File: src/rtl/flash_read_sequencer.sv
`default_nettype none
// ---------------------------------------------------------------------------
// flash_read_sequencer: one 32-bit word read from SPI flash (build option QUAD_READ_EN = 0x6B quad read)
// Revision: 1.0
// ---------------------------------------------------------------------------
module flash_read_sequencer (
  input  logic        HCLK,
  input  logic        HRESETn,
  input  logic        req,
  input  logic [23:0] addr,
  output logic        busy,
  output logic        done,
  output logic [31:0] rdata,
  output logic        fcen,
  output logic        fsclk,
  output logic [3:0]  fdo,
  output logic [3:0]  fdoe,
  input  logic [3:0]  fdi
);

  localparam logic [2:0] S_IDLE  = 3'd0;
  localparam logic [2:0] S_CMD   = 3'd1;
  localparam logic [2:0] S_ADDR  = 3'd2;
  localparam logic [2:0] S_DUMMY = 3'd3;
  localparam logic [2:0] S_DATA  = 3'd4;
  localparam logic [2:0] S_CSHI  = 3'd5;

`ifdef QUAD_READ_EN
  localparam logic [7:0] CMD_OPCODE = 8'h6B;
  localparam logic [5:0] DATA_LAST  = 6'd7;
  localparam logic [3:0] DATA_OE    = 4'b0000;
  localparam logic [3:0] DATA_DO    = 4'b0000;
`else
  localparam logic [7:0] CMD_OPCODE = 8'h03;
  localparam logic [5:0] DATA_LAST  = 6'd31;
  localparam logic [3:0] DATA_OE    = 4'b1101;
  localparam logic [3:0] DATA_DO    = 4'b1100;
`endif

  logic [2:0]  state_q, state_d;
  logic        half_q, half_d;
  logic [5:0]  cnt_q, cnt_d;
  logic [31:0] tx_q, tx_d;
  logic [31:0] rx_q, rx_d;
  logic [31:0] rdata_q, rdata_d;
  logic        done_q, done_d;
  logic [31:0] rx_shift;
  logic        in_xfer;

`ifdef QUAD_READ_EN
  assign rx_shift = {rx_q[27:0], fdi};
`else
  logic unused_fdi;
  assign unused_fdi = ^{fdi[3:2], fdi[0]};
  assign rx_shift   = {rx_q[30:0], fdi[1]};
`endif

  // Each SPI bit is two HCLK cycles; half_q=1 is the fsclk-high cycle whose end samples fdi.
  always_comb begin
    state_d = state_q;
    half_d  = half_q;
    cnt_d   = cnt_q;
    tx_d    = tx_q;
    rx_d    = rx_q;
    rdata_d = rdata_q;
    done_d  = 1'b0;
    case (state_q)
      S_IDLE: begin
        half_d = 1'b0;
        if (req) begin
          state_d = S_CMD;
          cnt_d   = 6'd7;
          tx_d    = {CMD_OPCODE, addr};
        end
      end
      S_CMD, S_ADDR, S_DUMMY, S_DATA: begin
        half_d = ~half_q;
        if (half_q) begin
          tx_d = {tx_q[30:0], 1'b0};
          if (state_q == S_DATA) rx_d = rx_shift;
          if (cnt_q == 6'd0) begin
            case (state_q)
              S_CMD: begin
                state_d = S_ADDR;
                cnt_d   = 6'd23;
              end
              S_ADDR: begin
`ifdef QUAD_READ_EN
                state_d = S_DUMMY;
                cnt_d   = 6'd7;
`else
                state_d = S_DATA;
                cnt_d   = DATA_LAST;
`endif
              end
              S_DUMMY: begin
                state_d = S_DATA;
                cnt_d   = DATA_LAST;
              end
              default: begin
                // Bytes arrive lowest address first; present them little-endian.
                state_d = S_CSHI;
                rdata_d = {rx_shift[7:0], rx_shift[15:8], rx_shift[23:16], rx_shift[31:24]};
                done_d  = 1'b1;
              end
            endcase
          end else begin
            cnt_d = cnt_q - 6'd1;
          end
        end
      end
      S_CSHI: begin
        half_d = ~half_q;
        if (half_q) state_d = S_IDLE;
      end
      default: state_d = S_IDLE;
    endcase
  end

  always_ff @(posedge HCLK or negedge HRESETn) begin
    if (!HRESETn) begin
      state_q <= S_IDLE;
      half_q  <= 1'b0;
      cnt_q   <= 6'd0;
      tx_q    <= 32'h0;
      rx_q    <= 32'h0;
      rdata_q <= 32'h0;
      done_q  <= 1'b0;
    end else begin
      state_q <= state_d;
      half_q  <= half_d;
      cnt_q   <= cnt_d;
      tx_q    <= tx_d;
      rx_q    <= rx_d;
      rdata_q <= rdata_d;
      done_q  <= done_d;
    end
  end

  always_comb begin
    in_xfer = (state_q == S_CMD) || (state_q == S_ADDR) ||
              (state_q == S_DUMMY) || (state_q == S_DATA);
    busy    = (state_q != S_IDLE);
    done    = done_q;
    rdata   = rdata_q;
    fcen    = ~in_xfer;
    fsclk   = in_xfer & half_q;
    fdo     = 4'b0000;
    fdoe    = 4'b0000;
    case (state_q)
      S_CMD, S_ADDR: begin
        fdo  = {3'b110, tx_q[31]};
        fdoe = 4'b1101;
      end
      S_DATA: begin
        fdo  = DATA_DO;
        fdoe = DATA_OE;
      end
      default: begin
        fdo  = 4'b0000;
        fdoe = 4'b0000;
      end
    endcase
  end

endmodule
`default_nettype wire

File: config.mk
export PLATFORM = sky130hd
export DESIGN_NAME = flash_read_sequencer
export DESIGN_NICKNAME = d
export VERILOG_FILES = /design/src/rtl/flash_read_sequencer.sv
export SDC_FILE = /design/constraint.sdc
export NUM_CORES = 1
export LEC_CHECK = 0
export ABC_AREA = 0
export ABC_CLOCK_PERIOD_IN_PS = 5660
export BUFFER_PORTS_ARGS = -buffer_cell sky130_fd_sc_hd__buf_2
export CAP_MARGIN = 20
export CORE_MARGIN = 5
export CORE_UTILIZATION = 48
export CTS_CLUSTER_DIAMETER = 80
export CTS_CLUSTER_SIZE = 40
export DETAILED_ROUTE_END_ITERATION = 7
export PLACE_DENSITY = 0.69
export RECOVER_POWER = 50
export SETUP_SLACK_MARGIN = 0.05
export SLEW_MARGIN = 30
export SYNTH_ARGS = -nofsm -noshare
export SYNTH_HDL_FRONTEND = slang
export SYNTH_SLANG_ARGS = --single-unit
File: constraint.sdc
create_clock -name HCLK -period 5.66 [get_ports HCLK]
set_input_delay 0 -clock HCLK [delete_from_list [all_inputs] [get_ports HCLK]]
set_output_delay 0 -clock HCLK [all_outputs]
set_load 0.02 [all_outputs]
# == Word-level counts from Yosys, hierarchy flattened ==
# Cells that the tools add are included.
# word_totals
ff_bits,106
out_inout_bits,44
# classes
addsub,1
eq_ne,10
muxes,21
bitwise_logic,4
n_reduce_logical,19
# op_table
op,count
$mux 32,2
$pmux 32 s2,1
$pmux 6 s2,2
$mux 6,3
$mux 3,4
$reduce_and 4->1,3
$pmux 3 s3,1
$ne 2x2->1 const B,4
$pmux 4 s2,1
$eq 3x2->1 const B,2
$eq 3x3->1 const B,2
$logic_not 6->1,1
$pmux 3 s2,1
$reduce_and 3->1,2
$reduce_or 3->1,2
$sub 6x1->6 const B,1
$reduce_or 5->1,1
$mux 1,4
$mux 4,1
$ne 4x4->1 const B,1
$reduce_bool 2->1,2
$reduce_or 2->1,2
$reduce_or 4->1,1
$eq 3x1->1 const B,1
6 further kinds,10

# == Longest topological paths before layout ==
# Gate-level depths: netlist (run 1).
# depth
word_depth,6
depth_mapped,8

# == Worst setup path before layout (run 1) ==
# OpenSTA, ideal clock, no wires.
# synth_path
path_type,register to register
startpoint,register cnt_q[0]
endpoint,"register rdata_q[10], in the netlist rdata[10]"
arrival_time_ns,1.758
slack_ns,3.777
path_stages_with_launch,9
n_path_buf,2
path_cell_list,dfrtp_1 inv_1 ha_1 nor4b_2 and2_1 and2_1 buf_6 buf_8 mux2_4
# synth_between
elab_chain_cells,2
# synth_rtl
element,line_no,source
start: declaration,42,"logic [5:0] cnt_q, cnt_d;"
start signal: assignment,132,cnt_q <= cnt_d;
$logic_not 6->1,81,if (cnt_q == 6'd0) begin
$reduce_and 4->1 (no source line),--,
end signal: assignment,135,rdata_q <= rdata_d;
end: declaration,45,"logic [31:0] rdata_q, rdata_d;"
# No other way between the ends.
# A chain may end at the register's enable or synchronous reset.

==> results of run 1 <==
==> per-stage QoR <==
step | power [W] | cell area (um^2) | std cells | hold WS (ps) | util
5_1_grt | 0.002138 | 5433 | 604 | 399.4 | 0.5610
2_1_floorplan | 0.001448 | 4711 | 388 | -295.6 | -
3_5_place_dp | 0.001520 | 5005 | 561 | 87.93 | 0.5168
6_report | 0.002000 | 5433 | 604 | 380.7 | 0.5610
4_1_cts | 0.002021 | 5483 | 604 | 216.4 | 0.5662
3_3_place_gp | 0.001496 | 5005 | 561 | 80.49 | 0.5168
==> cell type report <==
cell class | instances | area (um^2) | area share
sequential | 106 | 2653 | 0.4883
multi-input combinational | 242 | 1782 | 0.3280
inverter | 8 | 30.03 | 0.005527
timing repair buffer | 99 | 594.3 | 0.1094
tap | 133 | 166.4 | 0.03063
clock buffer | 9 | 123.9 | 0.02280
clock inverter | 7 | 83.83 | 0.01543
==> registers in the layout, summed over array words and instances, names as in the netlist <==
register  cells
half_q        1
cnt_q         6
done          1
rx_q         31
state_q       3
tx_q         32
rdata        32
==> cells by family (layout without fill, tap and decap cells) <==
family | count (synthesis) | count (layout)
adders and majority gates | 2 | 2
buffers and inverters | 40 | 123
AOI/OAI and AO/OA | 47 | 47
DFF | 106 | 106
muxes | 69 | 69
and+or+nand+nor | 120 | 120
xor gates and xnor gates | 2 | 2
other | 1 | 2
==> worst max-delay path, stage by stage <==
cell and delay [ps]:
dlygate4sd3_1 520, clkbuf_1 1970, buf_4 810
==> power groups by stage <==
| stage | clock network (W) | registers, W | logic (W) |
|---|---|---|---|
| after global routing | 0.000533 | 0.000980 | 0.000624 |
| final | 0.000488 | 0.000962 | 0.000550 |
| after global placement | 0 | 0.000969 | 0.000527 |
| after floorplan | 0 | 0.000938 | 0.000510 |
| after CTS | 0.000502 | 0.000962 | 0.000558 |
| after detailed placement | 0 | 0.000976 | 0.000544 |
==> final timing paths <==
check,depth (start not counted),end,slack [ps],startpoint
worst min-delay path,4,tx_q[0],380,addr[0]
worst max-delay path,3,rdata[23],2740,HRESETn
worst min register to register,2,tx_q[29],480,tx_q[29]
min in group asynchronous,2,rdata[7],1060,HRESETn
worst max register to register,5,rdata[31],3180,state_q[1]
max in group HCLK,5,rdata[31],3180,state_q[1]
==> cell usage after synthesis (2+ instances only) <==
master and number:
nand3_1 8, ha_1 2, buf_4 9, buf_8 3, buf_2 8, mux2_2 36
dfrtp_1 106, and3_1 3, a21oi_1 4, nor2b_1 2, and2_1 3, mux2_4 30
a311oi_1 2, a211oi_1 2, a31oi_1 25, inv_1 7, clkbuf_1 5, buf_6 6
o21ai_0 4, nor2_1 30, nor3_1 3, nand2_1 62, mux2i_1 2
==> what timing repair did <==
item	CTS	global route
endpoints found under the hold margin	78	0
gates resized for setup	0	0
hold buffers	27	0
endpoints found under the setup margin	0	0
==> layer usage <==
layer  part of all wire  track usage  vias up
li1                   -            -     1478
met1               0.45       0.1934     1497
met2               0.49       0.2627       68
met3              0.046      0.02605        8
met4              0.012      0.05140        0
met5                  0            0        -
==> flow_summary.json, run 1 <==
{
  "status": "finished, violations left",
  "violations": "capacitance limit, slew limit",
  "grt_pass1_wl_um": 14460,
  "synth-seq-cells": 106,
  "io_buffers": 69,
  "cts_tree": "yes",
  "final_nets": 499,
  "p_sw_w": 0.0007045,
  "synth_edf_count": 0,
  "maxCapViolations": 1,
  "grt_overflow_total": 0,
  "synth_top_family_by_area": "multiplexers",
  "die-area_um2": 11890,
  "ys_top_cells_by_area": "dfrtp_1, mux2_4, mux2_2, nand2_1, a31oi_1",
  "final_layout_size_suffix_gt1_frac": 0.2718,
  "synthDistinctLibCells": 48,
  "syn-cell-area_um2": 4707,
  "synth_adder_area_share": 0.005316,
  "required_ps": 6100,
  "gp_congestion": 0.8306,
  "core_area_um2": 9684,
  "crit_arrival_ps": 3360,
  "ys_warn_count": 0,
  "clockBufferDepth": 2,
  "worstMarginPinSlew_ps": 2806,
  "switching_share": 0.3523,
  "muxShareOfSynthArea": 0.1890,
  "cts-htree-levels": 3,
  "dr_total_vias": 3051,
  "start_util": 0.4860,
  "rows": 36,
  "critPathKind": "in -> async",
  "maxSlewViolCount": 53,
  "fillCellCount": 850,
  "p_leak_nw": 2.571,
  "layout_commonest_cell": "dfrtp_1",
  "routedWlPerCell_um": 14.30,
  "cts_root_buf": "clkbuf_8",
  "drtPass1Iterations": 6,
  "grt_usage": 0.1521,
  "min_period_over_period": 0.5158,
  "die_h_um": 109.0,
  "period_minus_slack_ps": 2919,
  "ys.flop_type": "dfrtp_1",
  "crit_path_end_kind": "asynchronous set/reset pin",
  "power_frac_seq": 0.481,
  "grt_max_degree": 58,
  "avgSynthCellArea_um2": 12.16,
  "hold_path.class": "in -> reg",
  "grt_antenna_before_repair": 0,
  "setup_ws_ps": 2741,
  "comb_power_share": 0.275,
  "ant_nets": 0,
  "finalHoldViolCount": 0,
  "cts_sinks": 106,
  "diodes": 0,
  "worst_setup_path_start_kind": "primary input",
  "crit_fanout": 55,
  "grt_pass1_vias": 2949,
  "cts-buffers-inserted": 9,
  "async_flop_share": 1.000,
  "relSlewSlack": -0.8704,
  "synth_compound_area_frac": 0.06645,
  "rsz0062_at_grt": "no",
  "synth-simple-area-share": 0.1130,
  "setup_violations": 0,
  "peakVddDrop_mv": 0.1990,
  "yosysTopAreaCell": "dfrtp_1",
  "seq_area_frac_synth": 0.5635,
  "p_clk_frac": 0.244,
  "final.setup.tns_ps": 0,
  "die_w_um": 109.0,
  "yosys.area.top_type_share": 0.5635,
  "fmax_mhz": 342.6,
  "postCtsSetupRepairBufs": 0,
  "drc": 0,
  "p_int_w": 0.001295,
  "ioPinCount": 75,
  "clk_pin_slew_ps": 110,
  "totalWireLength_um": 8637,
  "yosys.area_share.xor_xnor": 0.003721,
  "insertion_delay_ps": 370,
  "layout_common_cells": "dfrtp_1, nand2_1, mux2_2",
  "hpwlAfterDp_um": 5421,
  "clock_skew_ps": 12.79,
  "pre_cts_ws_ps": 2841,
  "syn_to_final_growth_pct": 15.42,
  "vias_per_cell": 5.051,
  "powerDensity_nw_per_um2": 368.1,
  "syn_inst": 387,
  "drt_iter0_drc": 119
}
Note: power is estimated with default switching activity, not from simulation.
==> run 2: changes to the inputs <==
- ABC_CLOCK_PERIOD_IN_PS: 5660 -> 2630
- PLACE_DENSITY: 0.69 -> 0.72
- clock period: 5.66 -> 2.63 ns (I/O delays scaled with it)
==> flow_summary.json, run 2 (synthesized netlist as in run 1, its figures left out) <==
{
  "insertion_delay_ps": 360,
  "setup_violations": 0,
  "final_nets": 500,
  "cts_tree": "yes",
  "die_h_um": 109.0,
  "relSlewSlack": 0.07414,
  "p_leak_nw": 2.627,
  "dr_total_vias": 3030,
  "grt_antenna_before_repair": 0,
  "drtPass1Iterations": 4,
  "io_buffers": 69,
  "clock_skew_ps": 14.57,
  "period_minus_slack_ps": 2175,
  "hold_path.class": "in -> reg",
  "status": "finished, final reports clean",
  "finalHoldViolCount": 0,
  "diodes": 0,
  "powerDensity_nw_per_um2": 769.8,
  "crit_arrival_ps": 2180,
  "grt_overflow_total": 0,
  "syn_to_final_growth_pct": 15.87,
  "cts_root_buf": "clkbuf_8",
  "hpwlAfterDp_um": 5250,
  "grt_usage": 0.1469,
  "rsz0062_at_grt": "no",
  "layout_common_cells": "dfrtp_1, nand2_1, buf_2",
  "crit_path_end_kind": "output port",
  "die_w_um": 109.0,
  "cts-buffers-inserted": 9,
  "grt_pass1_wl_um": 13930,
  "maxSlewViolCount": 0,
  "pre_cts_ws_ps": 475.1,
  "totalWireLength_um": 8388,
  "grt_max_degree": 107,
  "vias_per_cell": 5.008,
  "ant_nets": 0,
  "maxCapViolations": 0,
  "clockBufferDepth": 2,
  "cts-htree-levels": 3,
  "peakVddDrop_mv": 0.3801,
  "drc": 0,
  "routedWlPerCell_um": 13.86,
  "critPathKind": "reg -> out",
  "final_layout_size_suffix_gt1_frac": 0.3051,
  "clk_pin_slew_ps": 90,
  "worstMarginPinSlew_ps": 1389,
  "rows": 36,
  "cts_sinks": 106,
  "gp_congestion": 0.8145,
  "setup_ws_ps": 454.5,
  "start_util": 0.4860,
  "required_ps": 2630,
  "crit_fanout": 31,
  "min_period_over_period": 0.8272,
  "worst_setup_path_start_kind": "flop",
  "hold_start": "req",
  "critPathLaunch": "state_q[1]",
  "die-area_um2": 11890,
  "drt_iter0_drc": 176,
  "final.setup.tns_ps": 0,
  "r2r-start": "cnt_q[0]",
  "ioPinCount": 75,
  "fmax_mhz": 459.7,
  "grt_pass1_vias": 2874,
  "core_area_um2": 9684,
  "layout_commonest_cell": "dfrtp_1"
}
==> run 2: changes by cell type in the layout (fill, tap and decap cells not counted), sizes merged <==
cell | previous run | this run
clkbuf | 44 | 33
buf | 37 | 51
dlygate4sd3 | 27 | 26
bufinv | 1 | 0
clkinv | 3 | 4
inv | 11 | 10
==> run 2: repair_timing <==
action	in CTS	in global routing
hold buffers	26	0
resized for setup	0	0
setup buffers	0	0
hold endpoints to repair	132	0
==> run 2: layout make-up <==
class	instances	area [um^2]
inverters	8	30.03
fillers	816	4230
clock inverters	6	60.06
flip-flops and latches	106	2653
multi-input cells	242	1785
repair buffers	100	631.9
clock buffers	10	127.6
well taps	133	166.4
==> run 2: path summary, 6_finish.rpt <==
path	endpoint	slack [ps]	depth (start not counted)
max in group asynchronous	tx_q[6]	1120	3
max reg2reg	rdata[31]	470	7
min in group asynchronous	rx_q[30]	630	3
max	fcen	450	4
min	state_q[0]	40	4
min reg2reg	tx_q[28]	470	2
==> run 2: metal layers <==
| layer | vias up | GRT usage | part of all wire |
|---|---|---|---|
| li1 | 1473 | - | - |
| met1 | 1477 | 0.1921 | 0.44 |
| met2 | 72 | 0.2452 | 0.50 |
| met3 | 8 | 0.03612 | 0.050 |
| met4 | 0 | 0.03787 | 0.010 |
| met5 | - | 0 | 0 |
==> run 2: where the power goes <==
part	leakage (nW)	switching (W)	total [W]	internal, W
combinational	1.18	0.000733	0.00120	0.000467
clock	0.0942	0.000565	0.000930	0.000365
sequential	1.36	0.000190	0.00207	0.00188
total	2.63	0.00149	0.00420	0.00271
==> run 2: metrics by stage <==
| stage | cells | hold slack, ps | instance area (um^2) | util | power, W |
|---|---|---|---|---|---|
| 2_1_floorplan | 388 | -295.6 | 4711 | - | 0.003116 |
| 3_3_place_gp | 563 | 105.8 | 5045 | 0.5209 | 0.003228 |
| 3_5_place_dp | 563 | 113.4 | 5045 | 0.5209 | 0.003279 |
| 4_1_cts | 605 | 3.382 | 5493 | 0.5672 | 0.004246 |
| 5_1_grt | 605 | 53.60 | 5454 | 0.5632 | 0.004488 |
| 6_report | 605 | 41.55 | 5454 | 0.5632 | 0.004198 |
==> run 2: critical path: stages, from the launching register on <==
cell     delay, ps
dfrtp_1        530
or3_4          440
and2_1         170
inv_2          400
buf_2          280
==> run 3: changes to the inputs <==
- ABC_AREA: 0 -> 1
- ABC_CLOCK_PERIOD_IN_PS: 2630 -> 2100
- PLACE_DENSITY: 0.72 -> 0.69
- clock period: 2.63 -> 2.1 ns (I/O delays scaled with it)
==> flow_summary.json, run 3 <==
{
  "status": "finished, final reports clean",
  "cts_sinks": 106,
  "syn-cell-area_um2": 4736,
  "cts-buffers-inserted": 9,
  "holdWs_ps": 247.0,
  "dpl_cell_area_um2": 5142,
  "min_period_over_period": 0.9238,
  "worstMarginPinSlew_ps": 1248,
  "start_util": 0.4890,
  "ys_top_cells_by_count": "nand2_1, dfrtp_1, o21ai_0",
  "relSlewSlack": 0.1682,
  "layout_commonest_cell": "nand2_1",
  "grt_overflow_total": 0,
  "die_h_um": 109.3,
  "crit_fanout": 20,
  "finalHoldViolCount": 0,
  "grt_antenna_before_repair": 0,
  "final.setup.tns_ps": 0,
  "yosys.area.top_type_share": 0.5601,
  "rrSetupSlack_ps": 240,
  "maxCapViolations": 0,
  "r2r_cells": 8,
  "synth_edf_count": 0,
  "peakVddDrop_mv": 0.5419,
  "setup_violations": 0,
  "dp.cells": 757,
  "crit_path_end_kind": "output port",
  "dr_total_vias": 3735,
  "hold_path.class": "in -> reg",
  "drt_iter0_drc": 229,
  "ys_top_cells_by_area": "dfrtp_1, nand2_1, o21ai_0, inv_1, buf_6",
  "rsz0062_at_grt": "yes",
  "yosysTopAreaCell": "dfrtp_1",
  "rows": 36,
  "whs_endpoint": "state_q[1]",
  "synth-seq-cells": 106,
  "gp_congestion": 0.7519,
  "totalWireLength_um": 9653,
  "worst_setup_path_start_kind": "flop",
  "maxSlewViolCount": 0,
  "diodes": 0,
  "syn_to_final_growth_pct": 18.31,
  "insertion_delay_ps": 360,
  "cts_tree": "yes",
  "ys.flop_type": "dfrtp_1",
  "clock_skew_ps": 8.218,
  "async_flop_share": 1.000,
  "ys_warn_count": 0,
  "fmax_mhz": 515.5,
  "die_w_um": 109.3,
  "ioPinCount": 75,
  "required_ps": 2100,
  "clockBufferDepth": 2,
  "crit_arrival_ps": 1940,
  "hpwlAfterDp_um": 6221,
  "syn_inst": 576,
  "powerDensity_nw_per_um2": 1345,
  "clk_pin_slew_ps": 90,
  "vias_per_cell": 4.675,
  "final_layout_size_suffix_gt1_frac": 0.1246,
  "die-area_um2": 11950,
  "final_nets": 694,
  "final_cell_area_um2": 5603,
  "cts_root_buf": "clkbuf_8",
  "grt_pass1_vias": 3775,
  "core_area_um2": 9684,
  "seq_area_frac_synth": 0.5601,
  "ant_nets": 0,
  "p_leak_nw": 2.864,
  "postCtsSetupRepairBufs": 0,
  "period_minus_slack_ps": 1940,
  "drc": 0,
  "synth.most_common_cell": "nand2_1",
  "timing.rr.end": "tx_q[18]",
  "drtPass1Iterations": 5,
  "avgSynthCellArea_um2": 8.222,
  "cts-htree-levels": 3,
  "r2r-start": "state_q[2]",
  "synthDistinctLibCells": 30,
  "instances_no_fill": 799,
  "grt_pass1_wl_um": 16600,
  "layout_common_cells": "nand2_1, dfrtp_1, o21ai_0",
  "grt_max_degree": 64,
  "grt_usage": 0.1727,
  "routedWlPerCell_um": 12.08,
  "io_buffers": 69,
  "holdPathStages": 6,
  "hold_start": "req",
  "critPathKind": "reg -> out"
}
-- run 3: cells by family (layout without fill, tap and decap cells) --
| family | count (synthesis) | in the layout | synth area share |
|---|---|---|---|
| AND/OR/NAND/NOR | 316 | 316 | 0.2708 |
| flip-flops | 106 | 106 | 0.5601 |
| buffers and inverters | 81 | 170 | 0.08296 |
| AO/OA/AOI/OAI | 69 | 69 | 0.07821 |
| adder cells (fa/ha/maj) | 2 | 2 | 0.005283 |
| other | 1 | 2 | 0.0007918 |
| XOR/XNOR | 1 | 1 | 0.001850 |
-- run 3: how the worst max path moves through the flow --
stage                from        to  slack (ps)  depth (start not counted)
2_1_floorplan    cnt_q[0]  rdata[2]         580                          8
3_3_place_gp   state_q[1]   tx_q[6]         240                          8
3_5_place_dp   state_q[1]  tx_q[18]         210                          8
4_1_cts        state_q[1]     fsclk          70                          7
5_1_grt        state_q[0]     fsclk          50                          7
6_report       state_q[1]     fsclk         160                          7
-- run 3: what timing repair did --
action | 4_1_cts | 5_1_grt
endpoints found under the hold margin | 76 | 0
hold buffers | 26 | 0
endpoints found under the setup margin | 1 | 2
resized for setup | 1 | 3
-- run 3: where the power goes --
part           switching, W  internal [W]  leakage [nW]
logic               0.00216       0.00101          1.34
registers          0.000333       0.00256          1.41
clock network      0.000674      0.000799         0.115
total               0.00317       0.00437          2.86
-- run 3: metal layers --
metal	vias up	track usage	wire (um)
met3	13	0.04228	401
met4	0	0.05165	116
met5	-	0	0
met1	1736	0.2172	4472
li1	1922	-	-
met2	64	0.2956	4662
-- run 3: stage by stage --
step	total power, W	util	worst slack, ps
final	0.007535	0.5786	160.0
after CTS	0.007610	0.5826	74.87
after floorplan	0.005584	-	579.1
after global placement	0.005962	0.5310	235.0
after detailed placement	0.006067	0.5310	208.5
after global routing	0.008193	0.5786	46.89
-- run 3: area by class of cell --
| cell class | count | area, um^2 |
|---|---|---|
| clock buffer | 12 | 135.1 |
| timing repair buffer | 103 | 653.1 |
| multi-input combinational | 390 | 1704 |
| fill | 887 | 4081 |
| tap | 133 | 166.4 |
| clock inverter | 4 | 98.84 |
| inverter | 51 | 191.4 |
| sequential | 106 | 2654 |
-- run 3: worst max-delay path, cell delays in order (launching register included) --
cell	delay, ps
dfrtp_2	470
nor2_4	190
nand2_4	110
nand2_4	160
inv_2	150
buf_6	200
nor2_1	120
buf_2	180
